### src/rtl/seq_div_usign.sv
// Sequential unsigned restoring divider: one trial subtract and one quotient bit per clock.
// Start/done handshake; results are registered and held until the next done.
//
// state | meaning
// IDLE  | waiting for start, results held
// RUN   | iterating, one quotient bit per edge (busy=1)
// DONE  | one-cycle done pulse, may accept a new start
module seq_div_usign #(
  parameter int WIDTH = 4
) (
  input  logic             clk,
  input  logic             rst_n,
  input  logic             start,
  input  logic [WIDTH-1:0] dividend,
  input  logic [WIDTH-1:0] divisor,
  output logic             busy,
  output logic             done,
  output logic [WIDTH-1:0] quotient,
  output logic [WIDTH-1:0] remainder,
  output logic             div_by_zero
);

  localparam int CW = $clog2(WIDTH + 1);

  typedef enum logic [1:0] {IDLE, RUN, DONE} state_t;

  state_t           state_q, state_d;
  logic [CW-1:0]    cnt_q, cnt_d;
  // After the restore step the partial remainder is always below the divisor,
  // so its top bit is zero and only WIDTH bits need storing.
  logic [WIDTH-1:0] p_q, p_d;
  logic [WIDTH-1:0] dvd_q, dvd_d;
  logic [WIDTH-1:0] dvs_q, dvs_d;
  logic [WIDTH-1:0] quotient_q, quotient_d;
  logic [WIDTH-1:0] remainder_q, remainder_d;
  logic             dbz_q, dbz_d;
  logic             busy_q, busy_d;
  logic             done_q, done_d;

  logic [WIDTH:0]   p_shift;
  logic [WIDTH:0]   trial;
  logic             q_bit;
  logic [WIDTH:0]   p_next;

  always_comb begin
    state_d     = state_q;
    cnt_d       = cnt_q;
    p_d         = p_q;
    dvd_d       = dvd_q;
    dvs_d       = dvs_q;
    quotient_d  = quotient_q;
    remainder_d = remainder_q;
    dbz_d       = dbz_q;
    busy_d      = 1'b0;
    done_d      = 1'b0;

    p_shift = {p_q, dvd_q[WIDTH-1]};
    trial   = p_shift - {1'b0, dvs_q};
    q_bit   = ~trial[WIDTH];
    p_next  = q_bit ? trial : p_shift;

    case (state_q)
      IDLE, DONE: begin
        state_d = IDLE;
        if (start) begin
          dvd_d = dividend;
          dvs_d = divisor;
          if (divisor == '0) begin
            state_d     = DONE;
            quotient_d  = '1;
            remainder_d = dividend;
            dbz_d       = 1'b1;
            done_d      = 1'b1;
          end else begin
            state_d = RUN;
            p_d     = '0;
            cnt_d   = CW'(WIDTH);
            busy_d  = 1'b1;
          end
        end
      end
      RUN: begin
        // Quotient bits fill the dividend register from the bottom as it shifts out.
        dvd_d = {dvd_q[WIDTH-2:0], q_bit};
        p_d   = p_next[WIDTH-1:0];
        cnt_d = cnt_q - CW'(1);
        if (cnt_q == CW'(1)) begin
          state_d     = DONE;
          quotient_d  = {dvd_q[WIDTH-2:0], q_bit};
          remainder_d = p_next[WIDTH-1:0];
          dbz_d       = 1'b0;
          done_d      = 1'b1;
        end else begin
          busy_d = 1'b1;
        end
      end
      default: state_d = IDLE;
    endcase
  end

  always_ff @(posedge clk or negedge rst_n) begin
    if (!rst_n) begin
      state_q     <= IDLE;
      cnt_q       <= '0;
      p_q         <= '0;
      dvd_q       <= '0;
      dvs_q       <= '0;
      quotient_q  <= '0;
      remainder_q <= '0;
      dbz_q       <= 1'b0;
      busy_q      <= 1'b0;
      done_q      <= 1'b0;
    end else begin
      state_q     <= state_d;
      cnt_q       <= cnt_d;
      p_q         <= p_d;
      dvd_q       <= dvd_d;
      dvs_q       <= dvs_d;
      quotient_q  <= quotient_d;
      remainder_q <= remainder_d;
      dbz_q       <= dbz_d;
      busy_q      <= busy_d;
      done_q      <= done_d;
    end
  end

  assign busy        = busy_q;
  assign done        = done_q;
  assign quotient    = quotient_q;
  assign remainder   = remainder_q;
  assign div_by_zero = dbz_q;

endmodule
### config.mk
export PLATFORM = sky130hd
export DESIGN_NAME = seq_div_usign
export DESIGN_NICKNAME = d
export VERILOG_FILES = /design/src/rtl/seq_div_usign.sv
export SDC_FILE = /design/constraint.sdc
export NUM_CORES = 1
export LEC_CHECK = 0
export ABC_CLOCK_PERIOD_IN_PS = 2800
export BUFFER_PORTS_ARGS = -buffer_cell sky130_fd_sc_hd__clkbuf_2
export CAP_MARGIN = 40
export CORE_MARGIN = 1.5
export CORE_UTILIZATION = 55
export DETAILED_ROUTE_END_ITERATION = 16
export HOLD_SLACK_MARGIN = 0.05
export PLACE_DENSITY = 0.81
export SYNTH_ARGS = -nofsm -noshare
export SYNTH_HDL_FRONTEND = slang
export SYNTH_SLANG_ARGS = --single-unit
### constraint.sdc
create_clock -name clk -period 2.8 [get_ports clk]
set_input_delay 0.28 -clock clk [delete_from_list [all_inputs] [get_ports clk]]
set_output_delay 0.28 -clock clk [all_outputs]
set_load 0.05 [all_outputs]
==> flow_summary.ini <==
[status]
outcome = finished clean

[timing]
finalHoldViolations = 0
fin_crit_ns = 2.32
slew-limit-headroom_pct = 48.8
rsz0062_at_grt = false
fin_skew_ns = 0.00684
slew_violations = 0
worst_pin_slew_ns = 0.767
finalSetupTns_ns = 0
max_freq_mhz = 432
finalCritPeriodShare_pct = 82.8
setup_viol = 0

[setup_path]
r2r_start = dvd_q[3]
worstRegToRegCells = 8
cp.required_ns = 3.01
worstSetupPathType = reg -> reg
arrival_ns = 2.52
start_kind = flip-flop
worstPathCellList = inv_1 > ha_1 > fa_1 > nand2b_1 > a21oi_2 > xor2_1 > mux2i_1 > o21ai_0
crit_path_end_kind = flip-flop
slowest_delay_ns = 0.41
r2r_end = p_q[3]
cp_max_fo = 7
slowest_stage = fa_1
reg2reg_slack_ns = 0.48

[synth]
ys_seq_elements = 28
ys.warnings.count = 0
synth_edf_count = 0
syn_inst = 156
ys_top_cells_by_area = dfrtp_1, nand2_1, o21ai_0, ha_1, a31oi_1
syn_nets = 174
post-synth-top-count-cell = nand2_1
yosys.area.top_type = dfrtp_1
synthArstFlopShare_pct = 100
netlist_area_mm2 = 0.00147
synth_top_cell_area_share_pct = 47.8
yosysSeqAreaShare_pct = 47.8
ys.flop_type = dfrtp_1
synthTopCellsByCount = nand2_1, dfrtp_1, o21ai_0, inv_1, nor2_1
syn_area_per_cell_um2 = 9.40
synth_cell_types = 36

[floorplanning]
dieArea_mm2 = 0.00298
io_pins = 22
initial_core_util_pct = 58.7
fp.dieH_um = 54.6
rows = 18
die_w_um = 54.6
coreArea_mm2 = 0.00250

[cts]
path_clk_slew_ns = 0.16
post-cts-setup-buffer-count = 0
htreeDepth = 1
cts_tree = done
cts_resized = 0
cts.path.max_buffers = 2
cts-buffers-inserted = 3
clock_latency_ns = 0.33
cts.sinks = 28
clockRootBuffer = clkbuf_4

[routing]
first_pass_iters = 4
drt_iter0_markers = 43
wl_per_cell_um = 14.5
vias_per_cell = 5.69
totalWireLength_um = 2980
ant_nets = 0
drc_errors = 0
vias = 1172

[global_route]
grt_start_max_net_pins = 29
grt_overflow = 0
grt_usage_pct = 24.3
grt_pass1_wl_um = 5110
first_global_vias = 1113
antenna_found_initial = 0

[placement]
gp_congestion = 0.833
port_buffers = 21
dp_hpwl_um = 2200

[min_path]
hold_end = dvs_q[0]
hp-start = divisor[0]
hold_path_class = in -> reg
holdPathStages = 3

[run]
max_cap_viol_count = 0

[finish]
nNetsFinal = 195
antennaDiodeCount = 0
layout-drive-gt1-share_pct = 19.9
syn_to_final_growth_pct = 11.3
-- how the worst max path moves through the flow --
stage	cells past startpoint	slack, ns	endpoint	start
2_1_floorplan	8	0.77	p_q[3]	dvd_q[3]
3_3_place_gp	8	0.65	p_q[3]	dvd_q[3]
3_5_place_dp	8	0.52	p_q[3]	dvd_q[3]
4_1_cts	8	0.50	p_q[3]	dvd_q[3]
5_1_grt	8	0.31	p_q[3]	dvd_q[3]
6_report	8	0.48	p_q[3]	dvd_q[3]
-- worst max-delay path, delay by kind of cell (launching register included) --
kind                       cells  cell delay, ns
adders and majority gates      2            0.64
DFF                            1            0.40
xor gates and xnor gates       1            0.26
and+or+nand+nor                1            0.18
buffers and inverters          1            0.07
AOI/OAI and AO/OA              2            0.39
muxes                          1            0.25
-- layer usage --
layer / routed length [um] / share of wire, % / track usage [%]
met1: 1390 / 47 / 34.5
met2: 1400 / 47 / 36.5
met3: 159 / 5.3 / 3.83
met4: 27 / 0.91 / 10.8
met5: 0 / 0 / 0
-- cells by family (layout without fill, tap and decap cells) --
kind of cell | Yosys count | in the layout | share of synthesized area [%]
AO/OA/AOI/OAI | 36 | 36 | 14.6
XOR/XNOR | 3 | 3 | 1.79
adder cells (fa/ha/maj) | 7 | 7 | 6.48
buffers and inverters | 13 | 33 | 4.44
flip-flops | 28 | 28 | 47.8
multiplexers | 1 | 1 | 0.683
AND/OR/NAND/NOR | 68 | 68 | 24.2
-- state kept, by name, indices dropped and copies added, names as in the netlist --
| signal | flops |
|---|---|
| p_q | 4 |
| busy | 1 |
| remainder | 4 |
| quotient | 4 |
| dvs_q | 4 |
| cnt_q | 3 |
| done | 1 |
| dvd_q | 4 |
| state_q | 2 |
| div_by_zero | 1 |
-- timing repair --
action	CTS	global route
hold buffers	1	0
endpoints found under the hold margin	28	0
setup endpoints to repair	0	0
-- layout by cell type, fill, tap and decap left out, drive strengths merged, types with 2 or more instances in the layout --
master	netlist	layout
a21oi	6	6
o21ai	19	19
dfrtp	28	28
nand2b	5	5
xor2	2	2
and3	4	4
nor2b	2	2
or2b	2	2
a211o	2	2
ha	6	6
clkbuf	4	24
nor3	2	2
nand2	30	30
a31oi	6	6
nand3	6	6
inv	7	7
nor2	10	10
-- through the flow --
stage	setup WS (ns)	cells	utilization [%]	hold slack, ns	cell area, um^2
after floorplan	0.772	156	-	-0.0156	1470
after global placement	0.649	201	62.8	0.345	1570
after detailed placement	0.519	201	62.8	0.356	1570
after CTS	0.501	206	65.3	0.141	1630
after global routing	0.313	206	65.3	0.132	1630
final	0.483	206	65.3	0.151	1630
-- cell type report --
cell class	instances	area [um^2]
Fill cell	204	867
Sequential cell	28	701
Multi-Input combinational cell	115	701
Timing Repair Buffer	22	115
Tap cell	30	37.5
Clock inverter	1	30.0
Inverter	7	26.3
Clock buffer	3	22.5
Power is not shown: default switching activity piles up to over one toggle a cycle in this logic, so the estimate is an artifact.
